File: src/rtl/noc_pkt_pkg.sv
// Shared definitions for the 2-flit NoC packet format: width helpers,
// flit control bit positions and the translator FSM state encoding.
package noc_pkt_pkg;

    typedef enum logic [1:0] {
        IDLE = 2'd0,
        HEAD = 2'd1,
        TAIL = 2'd2
    } pkt_state_t;

    function automatic int flit_width(input int width_pkt);
        return width_pkt / 2;
    endfunction

    function automatic int data_idl_width(input int width_pkt, input int vc_w, input int addr_w);
        return width_pkt - 6 - 2 * vc_w - addr_w;
    endfunction

    function automatic int head_data_width(input int width_pkt, input int vc_w, input int addr_w);
        return flit_width(width_pkt) - 3 - vc_w - addr_w;
    endfunction

    function automatic int tail_data_width(input int width_pkt, input int vc_w);
        return flit_width(width_pkt) - 3 - vc_w;
    endfunction

    // Control bits occupy the three MSBs of every flit.
    function automatic int flit_valid_bit(input int width_flit);
        return width_flit - 1;
    endfunction

    function automatic int flit_head_bit(input int width_flit);
        return width_flit - 2;
    endfunction

    function automatic int flit_tail_bit(input int width_flit);
        return width_flit - 3;
    endfunction

endpackage

File: src/rtl/pkt_flit_builder.sv
// Combinational formation of the head and tail flits of a 2-flit packet
// from one payload word, its destination router address and VC id.
module pkt_flit_builder
    import noc_pkt_pkg::*;
#(
    parameter int WIDTH_PKT        = 36,
    parameter int WIDTH_DATA       = 12,
    parameter int VC_ADDRESS_WIDTH = 1,
    parameter int ADDRESS_WIDTH    = 4
) (
    input  logic [WIDTH_DATA-1:0]       data,
    input  logic [ADDRESS_WIDTH-1:0]    dest,
    input  logic [VC_ADDRESS_WIDTH-1:0] vc,
    output logic [WIDTH_PKT/2-1:0]      head_flit,
    output logic [WIDTH_PKT/2-1:0]      tail_flit
);

    localparam int WIDTH_FLIT     = flit_width(WIDTH_PKT);
    localparam int WIDTH_DATA_IDL = data_idl_width(WIDTH_PKT, VC_ADDRESS_WIDTH, ADDRESS_WIDTH);
    localparam int HEAD_DATA_W    = head_data_width(WIDTH_PKT, VC_ADDRESS_WIDTH, ADDRESS_WIDTH);
    localparam int TAIL_DATA_W    = tail_data_width(WIDTH_PKT, VC_ADDRESS_WIDTH);
    localparam int EXTRA_BITS     = WIDTH_DATA_IDL - WIDTH_DATA;
    localparam int FLIT_VALID     = flit_valid_bit(WIDTH_FLIT);
    localparam int FLIT_HEAD      = flit_head_bit(WIDTH_FLIT);
    localparam int FLIT_TAIL      = flit_tail_bit(WIDTH_FLIT);

    logic [WIDTH_DATA_IDL-1:0] full;

    // Payload is MSB-aligned in the idealised data field; padding sits at the bottom.
    generate
        if (EXTRA_BITS > 0) begin : g_pad
            assign full = {data, {EXTRA_BITS{1'b0}}};
        end else begin : g_nopad
            assign full = data;
        end
    endgenerate

    always_comb begin
        head_flit = {3'b000, vc, dest, full[WIDTH_DATA_IDL-1 -: HEAD_DATA_W]};
        head_flit[FLIT_VALID] = 1'b1;
        head_flit[FLIT_HEAD]  = 1'b1;

        tail_flit = {3'b000, vc, full[TAIL_DATA_W-1:0]};
        tail_flit[FLIT_VALID] = 1'b1;
        tail_flit[FLIT_TAIL]  = 1'b1;
    end

endmodule

File: src/rtl/packetizer_2_serial.sv
// Transmit-side translator: wraps one payload word into a head+tail flit
// pair and issues it through a registered ready/valid flit port.
module packetizer_2_serial
    import noc_pkt_pkg::*;
#(
    parameter int WIDTH_PKT        = 36,
    parameter int WIDTH_DATA       = 12,
    parameter int VC_ADDRESS_WIDTH = 1,
    parameter int ADDRESS_WIDTH    = 4
) (
    input  logic                        clk,
    input  logic                        rst_n,
    input  logic [WIDTH_DATA-1:0]       data_in,
    input  logic [ADDRESS_WIDTH-1:0]    dest_in,
    input  logic [VC_ADDRESS_WIDTH-1:0] vc_in,
    input  logic                        valid_in,
    output logic                        ready_out,
    output logic [WIDTH_PKT/2-1:0]      flit_out,
    output logic                        flit_valid_out,
    input  logic                        flit_ready_in,
    output logic [15:0]                 pkt_count
);

    localparam int WIDTH_FLIT = flit_width(WIDTH_PKT);

    pkt_state_t            state_reg, state_next;
    logic [WIDTH_FLIT-1:0] flit_reg, flit_next;
    logic                  flit_valid_reg, flit_valid_next;
    logic [WIDTH_FLIT-1:0] tail_hold_reg, tail_hold_next;
    logic [15:0]           pkt_count_reg, pkt_count_next;

    logic [WIDTH_FLIT-1:0] head_flit;
    logic [WIDTH_FLIT-1:0] tail_flit;
    logic                  accept;

    pkt_flit_builder #(
        .WIDTH_PKT        (WIDTH_PKT),
        .WIDTH_DATA       (WIDTH_DATA),
        .VC_ADDRESS_WIDTH (VC_ADDRESS_WIDTH),
        .ADDRESS_WIDTH    (ADDRESS_WIDTH)
    ) u_builder (
        .data      (data_in),
        .dest      (dest_in),
        .vc        (vc_in),
        .head_flit (head_flit),
        .tail_flit (tail_flit)
    );

    // Accepting while the tail drains lets packets go back-to-back at 2 cycles each.
    assign ready_out = (state_reg == IDLE) | ((state_reg == TAIL) & flit_ready_in);
    assign accept    = valid_in & ready_out;

    always_comb begin
        state_next      = state_reg;
        flit_next       = flit_reg;
        flit_valid_next = flit_valid_reg;
        tail_hold_next  = tail_hold_reg;
        pkt_count_next  = pkt_count_reg;
        case (state_reg)
            IDLE: begin
                if (accept) begin
                    flit_next       = head_flit;
                    tail_hold_next  = tail_flit;
                    flit_valid_next = 1'b1;
                    state_next      = HEAD;
                end else begin
                    flit_valid_next = 1'b0;
                end
            end
            HEAD: begin
                if (flit_ready_in) begin
                    flit_next  = tail_hold_reg;
                    state_next = TAIL;
                end
            end
            TAIL: begin
                if (flit_ready_in) begin
                    pkt_count_next = pkt_count_reg + 16'd1;
                    if (accept) begin
                        flit_next      = head_flit;
                        tail_hold_next = tail_flit;
                        state_next     = HEAD;
                    end else begin
                        flit_valid_next = 1'b0;
                        state_next      = IDLE;
                    end
                end
            end
            default: begin
                flit_valid_next = 1'b0;
                state_next      = IDLE;
            end
        endcase
    end

    always_ff @(posedge clk or negedge rst_n) begin
        if (!rst_n) begin
            state_reg      <= IDLE;
            flit_reg       <= '0;
            flit_valid_reg <= 1'b0;
            tail_hold_reg  <= '0;
            pkt_count_reg  <= '0;
        end else begin
            state_reg      <= state_next;
            flit_reg       <= flit_next;
            flit_valid_reg <= flit_valid_next;
            tail_hold_reg  <= tail_hold_next;
            pkt_count_reg  <= pkt_count_next;
        end
    end

    assign flit_out       = flit_reg;
    assign flit_valid_out = flit_valid_reg;
    assign pkt_count      = pkt_count_reg;

endmodule

File: config.mk
export PLATFORM = sky130hd
export DESIGN_NAME = packetizer_2_serial
export DESIGN_NICKNAME = d
export VERILOG_FILES = /design/src/rtl/noc_pkt_pkg.sv /design/src/rtl/pkt_flit_builder.sv /design/src/rtl/packetizer_2_serial.sv
export SDC_FILE = /design/constraint.sdc
export NUM_CORES = 1
export LEC_CHECK = 0
export ABC_CLOCK_PERIOD_IN_PS = 2100
export BUFFER_PORTS_ARGS = -buffer_cell sky130_fd_sc_hd__buf_2
export CAP_MARGIN = 30
export CORE_UTILIZATION = 53
export DETAILED_ROUTE_END_ITERATION = 7
export PLACE_DENSITY = 0.83
export SETUP_SLACK_MARGIN = 0.15
export SLEW_MARGIN = 20
export SYNTH_ARGS = -nofsm -noshare
export SYNTH_HDL_FRONTEND = slang
export SYNTH_SLANG_ARGS = --single-unit
File: constraint.sdc
create_clock -name clk -period 2.1 [get_ports clk]
set_input_delay 0.105 -clock clk [delete_from_list [all_inputs] [get_ports clk]]
set_output_delay 0.105 -clock clk [all_outputs]
set_load 0.005 [all_outputs]
==> impl_metrics.toml <==
[status]
run_status = "completed"

[timing]
rsz0062_at_grt = "false"
slew_headroom_pct = 59.9
report.final.slew_viol_count = 0
tns_ns = 0
finalHoldViolations = 0
tightest_slew_ns = 0.601
post-route-period-util_pct = 80.0
fmax_ghz = 0.595
finalSetupViolCount = 0
period_minus_slack_ns = 1.68
finalWorstSetupSlack_ns = 0.421
finClkSkew_ns = 0.0114

[global_routing]
grt_pass1_wl_um = 5730
grt_pass1_vias = 1321
grt_overflow = 0
grt_max_degree = 42
antenna_found_initial = 0
grt_usage_pct = 22.5

[worst_setup_path]
crit_required_ns = 2.37
crit_slowest_cell = "a21bo_2"
startpoint_type = "flip-flop"
reg2reg_depth = 4
rrSetupSlack_ns = 0.42
cpPeakStageDelay_ns = 0.60
crit_type = "flip-flop to flip-flop"
crit_arrival_ns = 1.95
cp-end-kind = "flip-flop"
regToRegStartpoint = "state_reg[1]"
crit_path_max_fanout = 34
path_cells = "nand3b_1 -> a21bo_2 -> nand3_1 -> o21ai_1"
r2r-end = "flit_out[8]"

[synth]
synth.top_cell.area_share_pct = 58.1
synth_edf_count = 0
async_reset_ff_share_pct = 100
seq_area_frac_synth_pct = 58.1
yosysTopAreaCell = "dfrtp_1"
yosys_warnings = 0
synth_area_leaders = "dfrtp_1, nand3_1, xnor2_1, o21ai_1, inv_1"
synth_area_um2 = 1770
synth.distinct_cells = 28
synth_seq_cells = 41
synth_ff_type = "dfrtp_1"
syn_area_per_cell_um2 = 11.1
netlist_instances = 159
synth_nets = 181

[cts]
postCtsSetupBuffers = 0
cts_root_buf = "clkbuf_4"
path_clk_slew_ns = 0.12
cts_max_level = 2
tritoncts = "built"
cts_sinks = 41
insertion_delay_ns = 0.35
clock_path_buffers = 2
ctsResizeCount = 0
cts_made_buffers = 5

[min_path]
worstHoldPathType = "input pin to flip-flop"
min_path_cells = 2
worstHoldStart = "flit_ready_in"
min_to = "state_reg[0]"

[run]
maxCapViolCount = 0

[placement]
dp_cells = 254
dp_slack_ns = 0.495
place_area_um2 = 2080
place_congestion = 0.787
dp_hpwl_um = 2240
portBuffers = 56

[die]
num_rows = 20
fp.dieArea_um2 = 3570
chipHeight_um = 59.7
start_util_pct = 56.9
ios = 57
dieWidth_um = 59.7
core_area_um2 = 3100

[cells_and_area]
final_cell_area_um2 = 2330
largest_reg_flops = 18
nets = 257
final_util_pct = 75.0
antenna-diode-count = 0
final_cell_count_no_fill = 280
area_growth_pct = 31.8
drive_above_1_share_pct = 31.8

[detailed_routing]
totalWireLength_um = 3540
firstDrtPassIters = 4
drc_errors = 0
viasPerCell = 4.96
drt_iter0_markers = 43
post_drt_wl_per_cell_um = 12.6
routed-via-count = 1390
ant_nets = 0

[power_and_ir_drop]
power_density_nw_per_um2 = 1050
ir_drop_mv = 0.807
power.leakage_nw = 1.21
## power breakdown
group	switching (W)	internal [W]	total, W
clock	0.000246	0.000128	0.000374
sequential	0.000186	0.00104	0.00123
combinational	0.000426	0.000420	0.000846
## cells in the final DEF, fill, tap and decap left out, types with 2 or more instances in the layout
master	synthesis	final
o21ai_0	3	3
and3_1	2	2
nand2b_1	3	3
buf_2	6	56
nor2_1	9	9
clkbuf_4	0	5
mux2i_1	3	3
dfrtp_1	41	41
nand3_1	18	18
clkinv_2	0	2
dlygate4sd3_1	0	17
xnor2_1	10	10
inv_1	14	14
mux2_2	4	4
a21oi_1	5	5
nor2b_1	2	2
nand2_1	7	7
xor2_1	5	5
o21ai_1	15	15
## cells by family (layout without fill, tap and decap cells)
| kind of cell | after synthesis | count (layout) | synth area share [%] |
|---|---|---|---|
| muxes | 7 | 7 | 4.25 |
| adders and majority gates | 1 | 1 | 0.708 |
| xor gates and xnor gates | 15 | 15 | 7.44 |
| and+or+nand+nor | 51 | 51 | 17.8 |
| buffers and inverters | 20 | 97 | 4.67 |
| DFF | 41 | 41 | 58.1 |
| AOI/OAI and AO/OA | 24 | 24 | 7.08 |
## worst max path at each step
stage	start	to	depth (start not counted)
6_report	state_reg[1]	flit_out[8]	4
5_1_grt	state_reg[1]	flit_out[8]	4
4_1_cts	state_reg[1]	flit_out[2]	4
3_5_place_dp	state_reg[1]	flit_out[7]	4
3_3_place_gp	state_reg[1]	flit_out[6]	4
2_1_floorplan	state_reg[0]	pkt_count[13]	5
## cells in the mapped netlist (2+ instances only)
library cell	instances
a21oi_1	5
nor2b_1	2
xor2_1	5
nand2b_1	3
mux2i_1	3
dfrtp_1	41
buf_2	6
o21ai_0	3
nand2_1	7
nand3_1	18
and3_1	2
mux2_2	4
xnor2_1	10
nor2_1	9
o21ai_1	15
inv_1	14
## worst max-delay path, delay by kind of cell, from the launching register on
family / cells / cell delay [ns]
DFF: 1 / 0.50
and+or+nand+nor: 2 / 0.39
AOI/OAI and AO/OA: 2 / 0.70
## per-layer routing
metal  track usage [%]  share of wire [%]  wire, um  vias to the layer above
met5                 0                  0         0                        -
met4              13.0                2.7        94                        0
met3              7.79                5.9       207                        9
met2              37.8                 49      1740                       43
met1              24.7                 42      1500                      657
li1                  -                  -         -                      681
## final cells by class
class | instances | area (um2)
flip-flops and latches | 41 | 1030
fillers | 231 | 774
multi-input cells | 98 | 658
repair buffers | 75 | 485
well taps | 44 | 55.1
inverters | 14 | 52.6
clock buffers | 6 | 41.3
clock inverters | 2 | 10.0
## stage by stage
stage	hold slack [ns]	total power, W
4_1_cts	0.0581	0.00245
5_1_grt	0.0741	0.00263
2_1_floorplan	-0.191	0.00172
3_3_place_gp	0.267	0.00203
6_report	0.0663	0.00245
3_5_place_dp	0.273	0.00205
## what timing repair did
item,CTS,global route
hold buffers,17,0
setup endpoints to repair,0,0
endpoints found under the hold margin,57,0
No activity file was read; power rests on OpenSTA's default activity.
